--- config.mk ---
export PLATFORM = sky130hd
export DESIGN_NAME = tcm_arb_ctrl_flat
export DESIGN_NICKNAME = d
export VERILOG_FILES = /design/src/rtl/tcm_arb_ctrl_if.sv /design/src/rtl/tcm_arb_ctrl.sv /design/src/flat_wrapper.sv
export SDC_FILE = /design/constraint.sdc
export NUM_CORES = 1
export LEC_CHECK = 0
export CELL_PAD_IN_SITES_DETAIL_PLACEMENT = 0
export CELL_PAD_IN_SITES_GLOBAL_PLACEMENT = 1
export CORE_MARGIN = 2
export CORE_UTILIZATION = 25
export DETAILED_ROUTE_END_ITERATION = 12
export PLACE_DENSITY = 0.84
export SYNTH_ARGS = -nofsm -noshare
export SYNTH_HDL_FRONTEND = slang
export SYNTH_SLANG_ARGS = --single-unit
--- constraint.sdc ---
create_clock -name clk -period 1.45 [get_ports clk]
set_input_delay 0.29 -clock clk [delete_from_list [all_inputs] [get_ports clk]]
set_output_delay 0.29 -clock clk [all_outputs]
set_load 0.03 [all_outputs]
--- src/rtl/tcm_arb_ctrl_if.sv ---
// Bundle of requestor command/response channels and the SRAM macro pins for tcm_arb_ctrl.
// The slave modport is the arbiter; the master modport is the system side (requestors plus SRAM).
interface tcm_arb_ctrl_if #(
  parameter int NCH = 2,
  parameter int AW  = 14,
  parameter int DW  = 32
);
  localparam int MW  = DW / 8;
  localparam int BAW = AW + $clog2(MW);

  logic [NCH-1:0]     cmd_valid;
  logic [NCH-1:0]     cmd_ready;
  logic [NCH-1:0]     cmd_read;
  logic [NCH*BAW-1:0] cmd_addr;
  logic [NCH*DW-1:0]  cmd_wdata;
  logic [NCH*MW-1:0]  cmd_wmask;
  logic [NCH-1:0]     rsp_valid;
  logic [NCH-1:0]     rsp_ready;
  logic [NCH*DW-1:0]  rsp_rdata;
  logic               ram_cs;
  logic               ram_we;
  logic [AW-1:0]      ram_addr;
  logic [DW-1:0]      ram_din;
  logic [MW-1:0]      ram_wem;
  logic [DW-1:0]      ram_dout;

  modport master (
    output cmd_valid, cmd_read, cmd_addr, cmd_wdata, cmd_wmask, rsp_ready, ram_dout,
    input  cmd_ready, rsp_valid, rsp_rdata, ram_cs, ram_we, ram_addr, ram_din, ram_wem
  );

  modport slave (
    input  cmd_valid, cmd_read, cmd_addr, cmd_wdata, cmd_wmask, rsp_ready, ram_dout,
    output cmd_ready, rsp_valid, rsp_rdata, ram_cs, ram_we, ram_addr, ram_din, ram_wem
  );
endinterface

--- src/rtl/tcm_arb_ctrl.sv ---
// NCH-channel arbiter onto one single-port synchronous SRAM with per-channel response holding.
// Define TCM_ARB_RR_EN for round-robin arbitration; otherwise fixed priority (lowest index wins).
module tcm_arb_ctrl #(
  parameter int NCH = 2,
  parameter int AW  = 14,
  parameter int DW  = 32
) (
  input  logic         clk,
  input  logic         rst_n,
  tcm_arb_ctrl_if.slave bus
);
  localparam int MW  = DW / 8;
  localparam int BAW = AW + $clog2(MW);

  logic [NCH-1:0] eligible;
  logic [NCH-1:0] req;
  logic [NCH-1:0] grant;
  logic           found;

  logic [NCH-1:0] rsp_valid_q, rsp_valid_d;
  logic [NCH-1:0] first_q, first_d;
  logic [NCH-1:0] is_read_q, is_read_d;
  logic [DW-1:0]  hold_q [NCH];
  logic [DW-1:0]  hold_d [NCH];

  // A channel may issue again in the same cycle its previous response drains.
  always_comb begin
    eligible = bus.cmd_valid & (~rsp_valid_q | bus.rsp_ready);
  end

`ifdef TCM_ARB_RR_EN
  localparam int PW = (NCH > 1) ? $clog2(NCH) : 1;

  logic [PW-1:0]  ptr_q, ptr_d;
  logic [NCH-1:0] above_ptr;
  logic [NCH-1:0] req_hi;

  // Channels above the pointer take precedence; wrap to the full set if none of them ask.
  always_comb begin
    above_ptr = '0;
    for (int i = 0; i < NCH; i++) begin
      above_ptr[i] = (PW'(i) > ptr_q);
    end
    req_hi = eligible & above_ptr;
    req    = (|req_hi) ? req_hi : eligible;
  end

  always_comb begin
    ptr_d = ptr_q;
    for (int i = 0; i < NCH; i++) begin
      if (grant[i]) begin
        ptr_d = PW'(i);
      end
    end
  end

  always_ff @(posedge clk or negedge rst_n) begin
    if (!rst_n) begin
      ptr_q <= PW'(NCH - 1);
    end else begin
      ptr_q <= ptr_d;
    end
  end
`else
  always_comb begin
    req = eligible;
  end
`endif

  always_comb begin
    grant = '0;
    found = 1'b0;
    for (int i = 0; i < NCH; i++) begin
      if (!found && req[i]) begin
        grant[i] = 1'b1;
        found    = 1'b1;
      end
    end
  end

  assign bus.cmd_ready = grant;

  always_comb begin
    bus.ram_cs   = |grant;
    bus.ram_we   = 1'b0;
    bus.ram_addr = '0;
    bus.ram_din  = '0;
    bus.ram_wem  = '0;
    for (int i = 0; i < NCH; i++) begin
      if (grant[i]) begin
        bus.ram_we   = ~bus.cmd_read[i];
        bus.ram_addr = bus.cmd_addr[i*BAW + (BAW - AW) +: AW];
        bus.ram_din  = bus.cmd_wdata[i*DW +: DW];
        bus.ram_wem  = bus.cmd_read[i] ? '0 : bus.cmd_wmask[i*MW +: MW];
      end
    end
  end

  // ram_dout is only trustworthy in the first response cycle, so it is banked then.
  always_comb begin
    for (int i = 0; i < NCH; i++) begin
      rsp_valid_d[i] = rsp_valid_q[i];
      first_d[i]     = 1'b0;
      is_read_d[i]   = is_read_q[i];
      hold_d[i]      = hold_q[i];
      if (first_q[i] && is_read_q[i]) begin
        hold_d[i] = bus.ram_dout;
      end
      if (grant[i]) begin
        rsp_valid_d[i] = 1'b1;
        first_d[i]     = 1'b1;
        is_read_d[i]   = bus.cmd_read[i];
      end else if (rsp_valid_q[i] && bus.rsp_ready[i]) begin
        rsp_valid_d[i] = 1'b0;
      end
    end
  end

  always_comb begin
    bus.rsp_rdata = '0;
    for (int i = 0; i < NCH; i++) begin
      if (is_read_q[i]) begin
        bus.rsp_rdata[i*DW +: DW] = first_q[i] ? bus.ram_dout : hold_q[i];
      end
    end
  end

  assign bus.rsp_valid = rsp_valid_q;

  always_ff @(posedge clk or negedge rst_n) begin
    if (!rst_n) begin
      rsp_valid_q <= '0;
      first_q     <= '0;
      is_read_q   <= '0;
      for (int i = 0; i < NCH; i++) begin
        hold_q[i] <= '0;
      end
    end else begin
      rsp_valid_q <= rsp_valid_d;
      first_q     <= first_d;
      is_read_q   <= is_read_d;
      for (int i = 0; i < NCH; i++) begin
        hold_q[i] <= hold_d[i];
      end
    end
  end
endmodule

--- src/flat_wrapper.sv ---
// flat-port wrapper written by rule: the top's interface ports become plain ports
module tcm_arb_ctrl_flat 
#(
  parameter int NCH = 2,
  parameter int AW  = 14,
  parameter int DW  = 32
)
  (clk, rst_n, bus_cmd_valid, bus_cmd_read, bus_cmd_addr, bus_cmd_wdata, bus_cmd_wmask, bus_rsp_ready, bus_ram_dout, bus_cmd_ready, bus_rsp_valid, bus_rsp_rdata, bus_ram_cs, bus_ram_we, bus_ram_addr, bus_ram_din, bus_ram_wem);
  tcm_arb_ctrl_if #(.NCH(NCH), .AW(AW), .DW(DW)) bus_i ();
  input  logic clk;
  input  logic rst_n;
  input wire logic [$bits(bus_i.cmd_valid)-1:0] bus_cmd_valid;
  input wire logic [$bits(bus_i.cmd_read)-1:0] bus_cmd_read;
  input wire logic [$bits(bus_i.cmd_addr)-1:0] bus_cmd_addr;
  input wire logic [$bits(bus_i.cmd_wdata)-1:0] bus_cmd_wdata;
  input wire logic [$bits(bus_i.cmd_wmask)-1:0] bus_cmd_wmask;
  input wire logic [$bits(bus_i.rsp_ready)-1:0] bus_rsp_ready;
  input wire logic [$bits(bus_i.ram_dout)-1:0] bus_ram_dout;
  output wire logic [$bits(bus_i.cmd_ready)-1:0] bus_cmd_ready;
  output wire logic [$bits(bus_i.rsp_valid)-1:0] bus_rsp_valid;
  output wire logic [$bits(bus_i.rsp_rdata)-1:0] bus_rsp_rdata;
  output wire logic [$bits(bus_i.ram_cs)-1:0] bus_ram_cs;
  output wire logic [$bits(bus_i.ram_we)-1:0] bus_ram_we;
  output wire logic [$bits(bus_i.ram_addr)-1:0] bus_ram_addr;
  output wire logic [$bits(bus_i.ram_din)-1:0] bus_ram_din;
  output wire logic [$bits(bus_i.ram_wem)-1:0] bus_ram_wem;
  assign bus_i.cmd_valid = bus_cmd_valid;
  assign bus_i.cmd_read = bus_cmd_read;
  assign bus_i.cmd_addr = bus_cmd_addr;
  assign bus_i.cmd_wdata = bus_cmd_wdata;
  assign bus_i.cmd_wmask = bus_cmd_wmask;
  assign bus_i.rsp_ready = bus_rsp_ready;
  assign bus_i.ram_dout = bus_ram_dout;
  assign bus_cmd_ready = bus_i.cmd_ready;
  assign bus_rsp_valid = bus_i.rsp_valid;
  assign bus_rsp_rdata = bus_i.rsp_rdata;
  assign bus_ram_cs = bus_i.ram_cs;
  assign bus_ram_we = bus_i.ram_we;
  assign bus_ram_addr = bus_i.ram_addr;
  assign bus_ram_din = bus_i.ram_din;
  assign bus_ram_wem = bus_i.ram_wem;
  tcm_arb_ctrl #(.NCH(NCH), .AW(AW), .DW(DW)) u_core (.clk(clk), .rst_n(rst_n), .bus(bus_i));
endmodule
Word-level counts from Yosys, hierarchy flattened
Cells that the tools add are included.
{ "classes": {"reduce_logical": 9, "n_mux": 22, "bitwise": 5} }
{ "ops": {"columns": ["cell", "n"], "rows": [
  ["two-way mux 32 bit", 6],
  ["two-way mux 14 bit", 2],
  ["two-way mux 4 bit", 4],
  ["two-way mux 1 bit", 10],
  ["logical AND 1 bit", 5],
  ["nonzero test 2 bit", 2],
  ["bitwise AND 2 bit", 1],
  ["inverter 1 bit", 2],
  ["inverter 2 bit", 1],
  ["OR 2 bit", 1],
  ["OR reduction 2 bit", 1],
  ["zero test 1 bit", 1]
]} }
{ "totals": {"regBits": 70, "elab_cells": 43, "out_inout_bits": 120, "input_bits": 144} }

Logic depth before layout (Yosys ltp)
{ "logic_depth": {"ltp_word": 8, "mapped_depth": 5, "depth_no_buf": 3} }

Worst setup path before layout
Ideal clock, no wire load.
{ "synth_timing": {"path_type": "reg2out", "from": "register u_core.rsp_valid_q[1], in the netlist u_core.bus.rsp_valid[1]", "to": "output port bus_ram_din[22]", "t_required_ns": 1.160, "path_stages_with_launch": 5, "t_arrival_ns": 1.612, "n_path_buf": 1, "path_slack_ns": -0.452, "cell_sequence": "dfrtp_1 -> nor2b_2 -> a211oi_2 -> buf_2 -> a22o_1"} }
{ "synth_between": {"elab_chain_cells": 6} }
{ "synth_rtl": {"columns": ["item", "line_no", "rtl"], "rows": [
  ["start, declared", "tcm_arb_ctrl.sv:20", "logic [NCH-1:0] rsp_valid_q, rsp_valid_d;"],
  ["start signal, assigned", "tcm_arb_ctrl.sv:139", "rsp_valid_q <= rsp_valid_d;"],
  ["inverter 2 bit", "tcm_arb_ctrl.sv:28", "eligible = bus.cmd_valid & (~rsp_valid_q | bus.rsp_ready);"],
  ["OR 2 bit", "tcm_arb_ctrl.sv:28", null],
  ["bitwise AND 2 bit", "tcm_arb_ctrl.sv:28", null],
  ["logical AND 1 bit", "tcm_arb_ctrl.sv:74", "if (!found && req[i]) begin"],
  ["two-way mux 1 bit", "tcm_arb_ctrl.sv:74", null],
  ["via bus_cmd_ready[1]", "flat_wrapper.sv:19", "output wire logic [$bits(bus_i.cmd_ready)-1:0] bus_cmd_ready;"],
  ["two-way mux 32 bit", "tcm_arb_ctrl.sv:90", "if (grant[i]) begin"],
  ["end, declared", "flat_wrapper.sv:25", "output wire logic [$bits(bus_i.ram_din)-1:0] bus_ram_din;"]
]} }
The timed path passes the listed nets, and every way through them passes these cells.

Worst setup path in the final report
{ "layout_timing": {"from": "register u_core.rsp_valid_q[0], in the netlist u_core.bus.rsp_valid[0]", "to": "output port bus_ram_din[16]"} }
{ "layout_between": {"elab_chain_cells": 8, "elab_cells_between_ends": 9, "classes_between": "mux: 4; bitwise: 3; reduce/logical: 2"} }
{ "layout_rtl": {"columns": ["item", "line_no"], "rows": [
  ["inverter 2 bit (*)", "tcm_arb_ctrl.sv:28"],
  ["OR 2 bit (*)", "tcm_arb_ctrl.sv:28"],
  ["bitwise AND 2 bit (*)", "tcm_arb_ctrl.sv:28"],
  ["two-way mux 1 bit (*)", "tcm_arb_ctrl.sv:74"],
  ["zero test 1 bit", "tcm_arb_ctrl.sv:74"],
  ["logical AND 1 bit", "tcm_arb_ctrl.sv:74"],
  ["two-way mux 1 bit", "tcm_arb_ctrl.sv:74"],
  ["two-way mux 32 bit (*)", "tcm_arb_ctrl.sv:90"]
]} }
Mark *: on every way between the ends. The rest lies on a longest branch, timed or not.

==> qor.txt <==
outcome - finished, violations left
failing checks - setup timing
vias per inst - 4.668
part of the power in registers - 0.272
# Max-Cap Violations - 0
critical path data required time - 1.16 ns
crit path DAT - 1.75 ns
Non-Filler Instances - 909
# port buffers - 259
combinational power share - 0.518
adder-cell share of the synthesized area - 0
share of cells above drive strength 1 - 0.6526
hold path depth - 3
Post-synth top cells - dfrtp_1 (70), mux2_2 (66), mux2i_1 (64), nor2b_1 (64), a22o_1 (50)
Top FF cell, synth - dfrtp_1
area occupied by multi-input gates - 3088 um2
via count - 4243
row cnt - 47
Synthesized Nets - 503
CTS tree - done
Yosys warnings - 0
mux cell area share after synthesis - 0.3257
I/O pin cnt - 264
final worst slack - -0.5882 ns
clock buffer depth - 2
Compound-Gate Fraction of Synth Area - 0.1140
nets - 824
EDFF count, synth - 0
sw frac - 0.3519
Mapped Avg Cell Area - 11.84 um2
Placer Congestion - 0.8256
Slew headroom - 0.7308
H-Tree Level Count - 3
Worst setup SP type - flop
CP Capture Type - primary output
sequential element share of the synthesized area - 0.4122
Starting DRT DRC Count - 128
mapped cell area - 4249 um2
GRT Total Usage - 0.1910
Setup-failing EPs final - 120
share of the synthesized area in the top cell type - 0.4122
asr flop ratio synth - 1.000
DP Area - 7626 um2
Worst-Skew Late Latency - 0.32 ns
first-pass GRT wire length - 25890 um
final hold vios - 0
Pwr Density - 1198 nW/um2
clock power share - 0.211
Clock Skews - 0.005826 ns
kind of critical path - reg -> out
RSZ-0062 raised after global routing - yes
Die Span Y - 134.4 um
Post-Synth XOR/XNOR Area - 0
initial antenna violation count - 3
worst slack, placed - -0.6794 ns
vias in the first global route - 4664
gr ovfl total - 0
Seq cells post-synth - 70
crit-path max FO - 9
Filler cells - 1373
Mapped Cells - 359
Power Internal - 0.007216 W
chip width - 134.4 um
Yosys top cell by area - dfrtp_1
Slew @ Worst Pin - 0.4017 ns
die area - 18060 um2
clk root buf - clkbuf_16
DP Wirelength - 12950 um
Static Leak - 4.005 nW
maximum vdd drop - 0.5189 mV
Tcrit/Tclk final - 1.406
Num Clock Sinks - 70
Area Growth Syn to Fin - 118.7%
clock slew at reported path FFs - 0.06 ns
Min Hold Slack - 0.4320 ns
FF/Latch Area - 1758 um2
Routed Antenna Nets - 0
switching pwr - 0.003918 W
DRT Pass-1 Iters - 4
fin. max-slew vios - 0
final wirelength - 19430 um
max frequency - 490.6 MHz
Core ar. - 16580 um2
post-synth cell types - 20
worst r2r path cells - 6
total CTS buffers - 9
top cells by area, synth - dfrtp_1 (41%), mux2_2 (17%), mux2i_1 (15%), a22o_1 (10%), nor2b_1 (9.4%)
Simple-Gate Fraction of Synth Area - 0.1090
Starting Density - 0.2562
DRC viols - 0
hold crit path type - in -> reg
Placed Cells - 855
cell area after layout - 9291 um2
DR WL/cell - 21.38 um
largest net degree at the start of global routing - 33
largest family of logic cells by synthesized area - multiplexers
most frequent cell after synthesis - dfrtp_1
fin crit period - 2.038 ns
[worst max-delay path: stages, from the launching register on]
cell,delay (ns)
dfrtp_2,0.43
and2b_2,0.24
nor2_4,0.15
buf_12,0.15
clkbuf_16,0.18
a22o_4,0.14
buf_6,0.12
[state kept, by name, summed over array words and instances (netlist names)]
| name | cells |
|---|---|
| u_core.hold_q | 64 |
| u_core.is_read_q | 2 |
| u_core.first_q | 2 |
| u_core.bus.rsp_valid | 2 |
[worst paths after layout]
kind	startpoint	end	slack (ns)
max	u_core.bus.rsp_valid[0]	bus_ram_din[16]	-0.59
max in group asynchronous	rst_n	u_core.hold_q[54]	0.51
min in group asynchronous	rst_n	u_core.hold_q[9]	0.44
min reg2reg	u_core.hold_q[36]	u_core.hold_q[36]	0.50
min	bus_rsp_ready[0]	u_core.bus.rsp_valid[0]	0.43
max reg2reg	u_core.bus.rsp_valid[1]	u_core.is_read_q[1]	-0.17
[stage by stage]
| step | total power, W | util | TNS [ns] |
|---|---|---|---|
| detailed placement | 0.007740 | 0.4599 | -36.85 |
| finish | 0.01113 | 0.5603 | -49.59 |
| CTS | 0.01074 | 0.5244 | -54.09 |
| floorplan | 0.005817 | - | -7.482 |
| global placement | 0.007598 | 0.4599 | -33.03 |
| global route | 0.01163 | 0.5598 | -55.88 |
[layout by cell type (no fill, tap or decap), types with 5 or more instances in the layout]
cell type and count:
buf_8 5, mux2i_4 6, a22o_2 13, dfrtp_1 65
clkdlybuf4s50_1 136, mux2i_2 32, clkbuf_16 18, mux2_2 64
a22o_4 37, buf_12 19, buf_6 112, nor2b_2 60
buf_4 50, mux2i_1 26, dfrtp_2 5
[logic make-up (layout without fill, tap and decap cells)]
logic type             count (synthesis)  in the layout
multiplexers                         130            130
AND/OR/NAND/NOR                       74             74
AO/OA/AOI/OAI                         53             53
buffers and inverters                 32            358
other                                  0              4
flip-flops                            70             70
[final cells by class]
type	count	share of cell area
Timing Repair Buffer	340	0.4122
Multi-Input combinational cell	257	0.3323
Sequential cell	70	0.1892
Tap cell	220	0.02963
Clock buffer	10	0.02572
Clock inverter	6	0.009022
Antenna cell	4	0.001077
Inverter	2	0.0008080
[metal layers]
metal | global-route usage | share of wire
met1 | 0.1932 | 0.36
met5 | 0 | 0
met3 | 0.04951 | 0.050
met2 | 0.3662 | 0.56
met4 | 0.08304 | 0.028
[timing repair]
item / CTS / global route
endpoints found under the hold margin: 24 / 0
gates cloned: 7 / 13
pin swaps: 3 / 3
gates resized for setup: 127 / 81
hold buffers: 1 / 0
endpoints found under the setup margin: 121 / 184
buffers inserted: 13 / 7
[power groups by stage]
stage | clock network [W] | logic (W) | registers (W)
floorplan | 0 | 0.00299 | 0.00282
global placement | 0 | 0.00472 | 0.00287
detailed placement | 0 | 0.00481 | 0.00293
CTS | 0.00241 | 0.00540 | 0.00293
global route | 0.00250 | 0.00604 | 0.00309
finish | 0.00235 | 0.00576 | 0.00302
Power figures use the tool's default switching activity.
